===== config.mk =====
export PLATFORM = sky130hd
export DESIGN_NAME = double_dabble_reverse_flat
export DESIGN_NICKNAME = d
export VERILOG_FILES = /design/src/rtl/double_dabble_pkg.sv /design/src/rtl/double_dabble_reverse_if.sv /design/src/rtl/double_dabble_reverse_cell.sv /design/src/rtl/double_dabble_reverse.sv /design/src/flat_wrapper.sv
export SDC_FILE = /design/constraint.sdc
export NUM_CORES = 1
export LEC_CHECK = 0
export ABC_AREA = 1
export CORE_AREA = 2 2 69 71
export DETAILED_ROUTE_END_ITERATION = 12
export DIE_AREA = 0 0 71 73
export GPL_ROUTABILITY_DRIVEN = 1
export GPL_TIMING_DRIVEN = 0
export HOLD_SLACK_MARGIN = 0.05
export PLACE_DENSITY = 0.7
export SLEW_MARGIN = 10
export SYNTH_ARGS = -nofsm -noshare
export SYNTH_HDL_FRONTEND = slang
export SYNTH_HIERARCHICAL = 1
export SYNTH_SLANG_ARGS = --single-unit
export TNS_END_PERCENT = 5

===== constraint.sdc =====
create_clock -name clk -period 2.05 [get_ports clk]
set_clock_uncertainty 0.15 [all_clocks]
set_input_delay 0.205 -clock clk [delete_from_list [all_inputs] [get_ports clk]]
set_output_delay 0.205 -clock clk [all_outputs]
set_load 0.01 [all_outputs]

===== src/rtl/double_dabble_pkg.sv =====
`default_nettype none
// ============================================================================
// Module      : double_dabble_pkg
// Description : Shared types and constants for the reverse double dabble
//               (BCD-to-binary) converter.
// Revision    : 1.0 - initial release
// ============================================================================
package double_dabble_pkg;

   // Width of one packed BCD digit
   localparam int DD_BCD_DIGIT_W = 4;

   // Converter FSM states
   typedef enum logic [1:0] {
      IDLE  = 2'd0,
      SHIFT = 2'd1,
      DONE  = 2'd2
   } dd_rev_state_t;

   // Minimum binary width able to hold 10^digits - 1
   function automatic int dd_bin_width(input int digits);
      longint unsigned max_val;
      int              width;
      max_val = 64'd1;
      for (int i = 0; i < digits; i++) begin
         max_val = max_val * 64'd10;
      end
      max_val = max_val - 64'd1;
      width   = 0;
      for (int i = 0; i < 64; i++) begin
         if ((64'd1 << i) <= max_val) begin
            width = i + 1;
         end
      end
      return width;
   endfunction

endpackage
`default_nettype wire


===== src/rtl/double_dabble_reverse_if.sv =====
`default_nettype none
// ============================================================================
// Module      : double_dabble_reverse_if
// Description : Input (BCD) and output (binary) valid/ready handshakes of the
//               reverse double dabble converter. The converter uses the slave
//               modport, the driving/consuming environment the master one.
// Revision    : 1.0 - initial release
// ============================================================================
interface double_dabble_reverse_if
   import double_dabble_pkg::*;
#(
   parameter int Digit_Count      = 4,
   parameter int Output_Bit_Width = 14
);

   logic [DD_BCD_DIGIT_W*Digit_Count-1:0] bcd_input;
   logic                                  valid_input;
   logic                                  ready_input;
   logic [Output_Bit_Width-1:0]           binary_output;
   logic                                  valid_output;
   logic                                  ready_output;
   logic                                  error_output;

   modport master (
      output bcd_input,
      output valid_input,
      input  ready_input,
      input  binary_output,
      input  valid_output,
      output ready_output,
      input  error_output
   );

   modport slave (
      input  bcd_input,
      input  valid_input,
      output ready_input,
      output binary_output,
      output valid_output,
      input  ready_output,
      output error_output
   );

endinterface
`default_nettype wire


===== src/rtl/double_dabble_reverse_cell.sv =====
`default_nettype none
// ============================================================================
// Module      : double_dabble_reverse_cell
// Description : Per-digit correction for reverse double dabble: a digit that
//               is 8 or more after the right shift has 3 subtracted. Inputs
//               below 8 pass through, so the result never underflows.
// Revision    : 1.0 - initial release
// ============================================================================
module double_dabble_reverse_cell
   import double_dabble_pkg::*;
(
   input  wire logic [DD_BCD_DIGIT_W-1:0] digit_in,
   output      logic [DD_BCD_DIGIT_W-1:0] digit_out
);

   assign digit_out = (digit_in >= 4'd8) ? (digit_in - 4'd3) : digit_in;

endmodule
`default_nettype wire


===== src/rtl/double_dabble_reverse.sv =====
`default_nettype none
// ============================================================================
// Module      : double_dabble_reverse
// Description : Sequential BCD-to-binary converter (reverse double dabble).
//               Accepts a packed BCD word, performs one shift-right/correct
//               step per enabled clock for Output_Bit_Width steps, then holds
//               the binary result until the downstream handshake.
//               Optional macro DOUBLE_DABBLE_REVERSE_CHECK_EN: flags inputs
//               containing a digit > 9 and forces the result to 0.
// Revision    : 1.0 - initial release
// ============================================================================
module double_dabble_reverse
   import double_dabble_pkg::*;
#(
   parameter int Digit_Count      = 4,
   parameter int Output_Bit_Width = 14
)(
   input wire logic               clk,
   input wire logic               async_rst_n,
   input wire logic               clk_en,
   double_dabble_reverse_if.slave bus
);

   localparam int c_bcd_w = DD_BCD_DIGIT_W * Digit_Count;
   localparam int c_cnt_w = $clog2(Output_Bit_Width + 1);
   localparam logic [c_cnt_w-1:0] c_last_iter = c_cnt_w'(Output_Bit_Width - 1);

   // Result width must cover the largest BCD value
   generate
      if (Output_Bit_Width < dd_bin_width(Digit_Count)) begin : g_width_check
         $error("Output_Bit_Width too small for Digit_Count");
      end
   endgenerate

   dd_rev_state_t               r_state;
   dd_rev_state_t               w_next_state;
   logic [c_bcd_w-1:0]          r_bcd;
   logic [c_bcd_w-1:0]          w_bcd_shift;
   logic [c_bcd_w-1:0]          w_bcd_corr;
   logic [Output_Bit_Width-1:0] r_bin;
   logic [c_cnt_w-1:0]          r_cnt;

   // BCD half of the working register after the right shift; its LSB moves
   // into the binary MSB
   assign w_bcd_shift = r_bcd >> 1;

   generate
      for (genvar gi = 0; gi < Digit_Count; gi++) begin : g_cell
         double_dabble_reverse_cell u_cell (
            .digit_in  (w_bcd_shift[gi*DD_BCD_DIGIT_W +: DD_BCD_DIGIT_W]),
            .digit_out (w_bcd_corr[gi*DD_BCD_DIGIT_W +: DD_BCD_DIGIT_W])
         );
      end
   endgenerate

   // FSM state register
   always_ff @(posedge clk or negedge async_rst_n) begin
      if (!async_rst_n) begin
         r_state <= IDLE;
      end else if (clk_en) begin
         r_state <= w_next_state;
      end
   end

   // Next-state logic and handshake decodes of the registered state
   always_comb begin
      w_next_state     = r_state;
      bus.ready_input  = 1'b0;
      bus.valid_output = 1'b0;
      case (r_state)
         IDLE: begin
            bus.ready_input = 1'b1;
            if (bus.valid_input) begin
               w_next_state = SHIFT;
            end
         end
         SHIFT: begin
            if (r_cnt == c_last_iter) begin
               w_next_state = DONE;
            end
         end
         DONE: begin
            bus.valid_output = 1'b1;
            if (bus.ready_output) begin
               w_next_state = IDLE;
            end
         end
         default: w_next_state = IDLE;
      endcase
   end

   // Working register and iteration counter: load on acceptance, step in SHIFT
   always_ff @(posedge clk or negedge async_rst_n) begin
      if (!async_rst_n) begin
         r_bcd <= '0;
         r_bin <= '0;
         r_cnt <= '0;
      end else if (clk_en) begin
         case (r_state)
            IDLE: begin
               if (bus.valid_input) begin
                  r_bcd <= bus.bcd_input;
                  r_bin <= '0;
                  r_cnt <= '0;
               end
            end
            SHIFT: begin
               r_bcd <= w_bcd_corr;
               r_bin <= {r_bcd[0], r_bin[Output_Bit_Width-1:1]};
               r_cnt <= r_cnt + 1'b1;
            end
            default: ;
         endcase
      end
   end

`ifdef DOUBLE_DABBLE_REVERSE_CHECK_EN
   logic r_err;
   logic w_bad_digit;

   // Detect any non-decimal digit in the offered word
   always_comb begin
      w_bad_digit = 1'b0;
      for (int d = 0; d < Digit_Count; d++) begin
         if (bus.bcd_input[d*DD_BCD_DIGIT_W +: DD_BCD_DIGIT_W] > 4'd9) begin
            w_bad_digit = 1'b1;
         end
      end
   end

   // Error flag is captured once at acceptance and kept for the conversion
   always_ff @(posedge clk or negedge async_rst_n) begin
      if (!async_rst_n) begin
         r_err <= 1'b0;
      end else if (clk_en && (r_state == IDLE) && bus.valid_input) begin
         r_err <= w_bad_digit;
      end
   end

   assign bus.error_output  = r_err && (r_state == DONE);
   assign bus.binary_output = r_err ? '0 : r_bin;
`else
   assign bus.error_output  = 1'b0;
   assign bus.binary_output = r_bin;
`endif

endmodule
`default_nettype wire


===== src/flat_wrapper.sv =====
// flat-port wrapper written by rule: the top's interface ports become plain ports
module double_dabble_reverse_flat import double_dabble_pkg::*;
#(
   parameter int Digit_Count      = 4,
   parameter int Output_Bit_Width = 14
)
  (clk, async_rst_n, clk_en, bus_bcd_input, bus_valid_input, bus_ready_input, bus_binary_output, bus_valid_output, bus_ready_output, bus_error_output);
  double_dabble_reverse_if #(.Digit_Count(Digit_Count), .Output_Bit_Width(Output_Bit_Width)) bus_i ();
  input wire logic clk;
  input wire logic async_rst_n;
  input wire logic clk_en;
  input wire logic [$bits(bus_i.bcd_input)-1:0] bus_bcd_input;
  input wire logic [$bits(bus_i.valid_input)-1:0] bus_valid_input;
  output wire logic [$bits(bus_i.ready_input)-1:0] bus_ready_input;
  output wire logic [$bits(bus_i.binary_output)-1:0] bus_binary_output;
  output wire logic [$bits(bus_i.valid_output)-1:0] bus_valid_output;
  input wire logic [$bits(bus_i.ready_output)-1:0] bus_ready_output;
  output wire logic [$bits(bus_i.error_output)-1:0] bus_error_output;
  assign bus_i.bcd_input = bus_bcd_input;
  assign bus_i.valid_input = bus_valid_input;
  assign bus_ready_input = bus_i.ready_input;
  assign bus_binary_output = bus_i.binary_output;
  assign bus_valid_output = bus_i.valid_output;
  assign bus_i.ready_output = bus_ready_output;
  assign bus_error_output = bus_i.error_output;
  double_dabble_reverse #(.Digit_Count(Digit_Count), .Output_Bit_Width(Output_Bit_Width)) u_core (.clk(clk), .async_rst_n(async_rst_n), .clk_en(clk_en), .bus(bus_i));
endmodule

==> flow_metrics.py <==
metrics = {
    "setup_path": {
        "r2r_slack_ps": 530,
        "timing.rr.start": "u_core/r_state[0]",
        "r2r_end": "u_core/bus.binary_output[11]",
        "r2r_cells": 3,
        "critPathMaxStageDelay_ps": 550,
        "critPathLaunch": "u_core/r_state[0]",
        "crit_end": "bus_valid_output",
        "end_kind": "output port",
        "crit_path_start_kind": "flip-flop",
        "critPathArrivalTime_ps": 1420,
        "crit_chain": "nor2_1 -> clkdlybuf4s50_1",
        "critPathMaxFanout": 6,
        "critical_path_class": "flip-flop to output port",
        "required_ps": 1690,
        "crit_slowest_cell": "clkdlybuf4s50_1",
    },
    "run_status": {
        "outcome": "completed",
    },
    "cells_and_area": {
        "fin_nets": 327,
        "final_cells": 351,
        "fin_area_sq_um": 2520,
        "diodes": 0,
        "syn_to_final_growth_pct": 29.0,
        "drive_gt1_share_pct": 6.40,
    },
    "cts": {
        "cts_buffers": 5,
        "ctsResizeCount": 0,
        "clk_pin_slew_ps": 70,
        "h-tree-depth": 2,
        "root_buffer": "clkbuf_8",
        "cts_tree": "done",
        "clkLatencyLatePin_ps": 280,
        "clock_path_buffers": 2,
        "cts_sinks": 36,
    },
    "synth": {
        "synth.most_common_cell": "nand2_1",
        "netlist_top_cells_count": "nand2_1, inv_1, dfrtp_1",
        "yosysUniqueCellTypes": 20,
        "seq_area_frac_synth_pct": 46.1,
        "ys.flop_type": "dfrtp_1",
        "synth_area_leader_cell": "dfrtp_1",
        "synth-edff-count": 0,
        "syn_area_sq_um": 1950,
        "ys_async_sr_fraction_pct": 100,
        "synthCells": 245,
        "syn_area_per_cell_sq_um": 7.97,
        "ys_ff_latch": 36,
        "yosysWarnings": 6,
        "ys_top_cells_by_area": "dfrtp_1, nand2_1, inv_1",
        "yosysTopAreaCellShare_pct": 46.1,
    },
    "global_routing": {
        "gr-total-overflow": 0,
        "grt_max_degree": 29,
        "track_usage_pct": 16.9,
        "grt_antenna_before_repair": 0,
        "grt_pass1_vias": 1572,
        "grt_pass1_wl_microns": 6970,
    },
    "place": {
        "place_ws_ps": 337,
        "io_buffer_count": 36,
        "place.gp.congestion": 0.805,
        "dpl.hpwl_microns": 2940,
        "dp.cells": 342,
        "post_dp_cell_area_sq_um": 2420,
    },
    "floorplanning": {
        "die_w_microns": 71,
        "die_h_microns": 73,
        "dieArea_sq_um": 5180,
        "core.rowCount": 25,
        "initial_core_util_pct": 43.1,
        "core_area_sq_um": 4540,
        "boundaryPins": 38,
    },
    "routing": {
        "wire_per_inst_microns": 11.7,
        "drtPass1Iterations": 4,
        "vias_per_cell": 4.75,
        "routed_wl_microns": 4110,
        "detail-route-antenna-nets": 0,
        "drtIter0Drc": 84,
        "drc": 0,
        "vias": 1669,
    },
    "flow_run": {
        "drv_cap": 0,
    },
    "power_and_ir_drop": {
        "power_frac_comb_pct": 46.3,
        "p_sw_share_pct": 41.4,
        "ir_drop_mv": 0.601,
        "cellPowerDensity_nw_per_um2": 1300,
        "switching_power_mw": 1.36,
        "pwr-share-clk_pct": 15.7,
        "p_int_mw": 1.92,
        "power.total_mw": 3.27,
        "power_leakage_nw": 1.25,
        "power.share.sequential_pct": 38.0,
    },
    "sta": {
        "final-hold-violation-count": 0,
        "finalSetupViolCount": 0,
        "fin_crit_sh_pct": 86.4,
        "final_max_slew_viol_count": 0,
        "setup_slack_ps": 279,
        "fin_crit_ps": 1770,
        "max_freq_mhz": 564,
        "rsz0062_at_grt": "false",
    },
    "min_path": {
        "hold_class": "input port to async pin",
    },
}
## worst min path at each step
stage          slack (ps)                          end  depth (start not counted)                        start
2_1_floorplan        -240  u_core/bus.binary_output[0]                          0                  async_rst_n
3_3_place_gp          330  u_core/bus.binary_output[0]                          2  u_core/bus.binary_output[0]
3_5_place_dp          -70  u_core/bus.binary_output[0]                          1                  async_rst_n
4_1_cts               160  u_core/bus.binary_output[0]                          2                  async_rst_n
5_1_grt               190  u_core/bus.binary_output[5]                          2                  async_rst_n
6_report              160  u_core/bus.binary_output[0]                          2                  async_rst_n
## layout make-up
class / instances / area [sq um]
timing repair buffer: 38 / 385
clock buffer: 8 / 90.1
tap: 54 / 67.6
buffer: 10 / 68.8
multi-input combinational: 167 / 863
sequential: 36 / 901
fill: 413 / 2020
inverter: 38 / 143
## metal layers
metal / GRT usage (%) / vias to the layer above / routed length (microns) / part of all wire [%]
met1: 21.1 / 776 / 1900 / 46
met5: 0 / - / 0 / 0
li1: - / 865 / - / -
met4: 5.87 / 0 / 35 / 0.85
met3: 4.14 / 4 / 177 / 4.3
met2: 28.6 / 24 / 2000 / 49
## kinds of logic after synthesis
| kind of cell | Yosys count | synth area share, % |
|---|---|---|
| compound gates | 43 | 13.6 |
| xor+xnor | 5 | 2.24 |
| fa+ha+maj | 10 | 6.41 |
| buf+inv | 48 | 10.8 |
| flops | 36 | 46.1 |
| other cells | 1 | 0.192 |
| simple gates | 102 | 20.6 |
## cells in the final DEF, fill, tap and decap left out, drive strengths merged
cell type / Yosys / final
inv: 38 / 38
a21oi: 1 / 1
clkdlybuf4s50: 0 / 35
conb: 1 / 7
ha: 10 / 10
a21boi: 4 / 4
xor2: 5 / 5
dlygate4sd3: 0 / 1
dfrtp: 36 / 36
a31oi: 16 / 16
buf: 9 / 11
o21ai: 7 / 7
nor2: 24 / 24
o21bai: 2 / 2
nand3: 9 / 9
nand2: 69 / 69
o22ai: 13 / 13
clkbuf: 1 / 9
## flip-flops by register name (all words and copies together) (netlist names)
register                  flops
u_core/bus.binary_output     14
u_core/r_state                2
u_core/r_cnt                  4
u_core/r_bcd                 16
## critical path, delay by kind of cell (launching register included)
kind | cells | cell delay (ps)
buffers and inverters | 1 | 550
AND/OR/NAND/NOR | 1 | 160
flip-flops | 1 | 440
## power groups by stage
stage / registers (mW) / clock network [mW] / logic [mW]
global route: 1.29 / 0.556 / 1.75
floorplan: 1.22 / 0 / 1.05
global placement: 1.24 / 0 / 1.48
finish: 1.24 / 0.513 / 1.52
CTS: 1.24 / 0.524 / 1.54
detailed placement: 1.25 / 0 / 1.52
## metrics by stage
| step | hold WS, ps | utilization (%) | setup TNS (ps) |
|---|---|---|---|
| after floorplan | -241 | - | 0 |
| after global placement | 332 | 53.0 | -7780 |
| after detailed placement | -73.7 | 53.3 | 0 |
| after CTS | 163 | 55.5 | 0 |
| after global routing | 193 | 55.5 | 0 |
| final | 165 | 55.5 | 0 |
## timing repair
action                    4_1_cts  5_1_grt
hold buffers                    1        0
hold endpoints to repair       36        0
setup buffers                   0        0
Power figures use the tool's default switching activity.
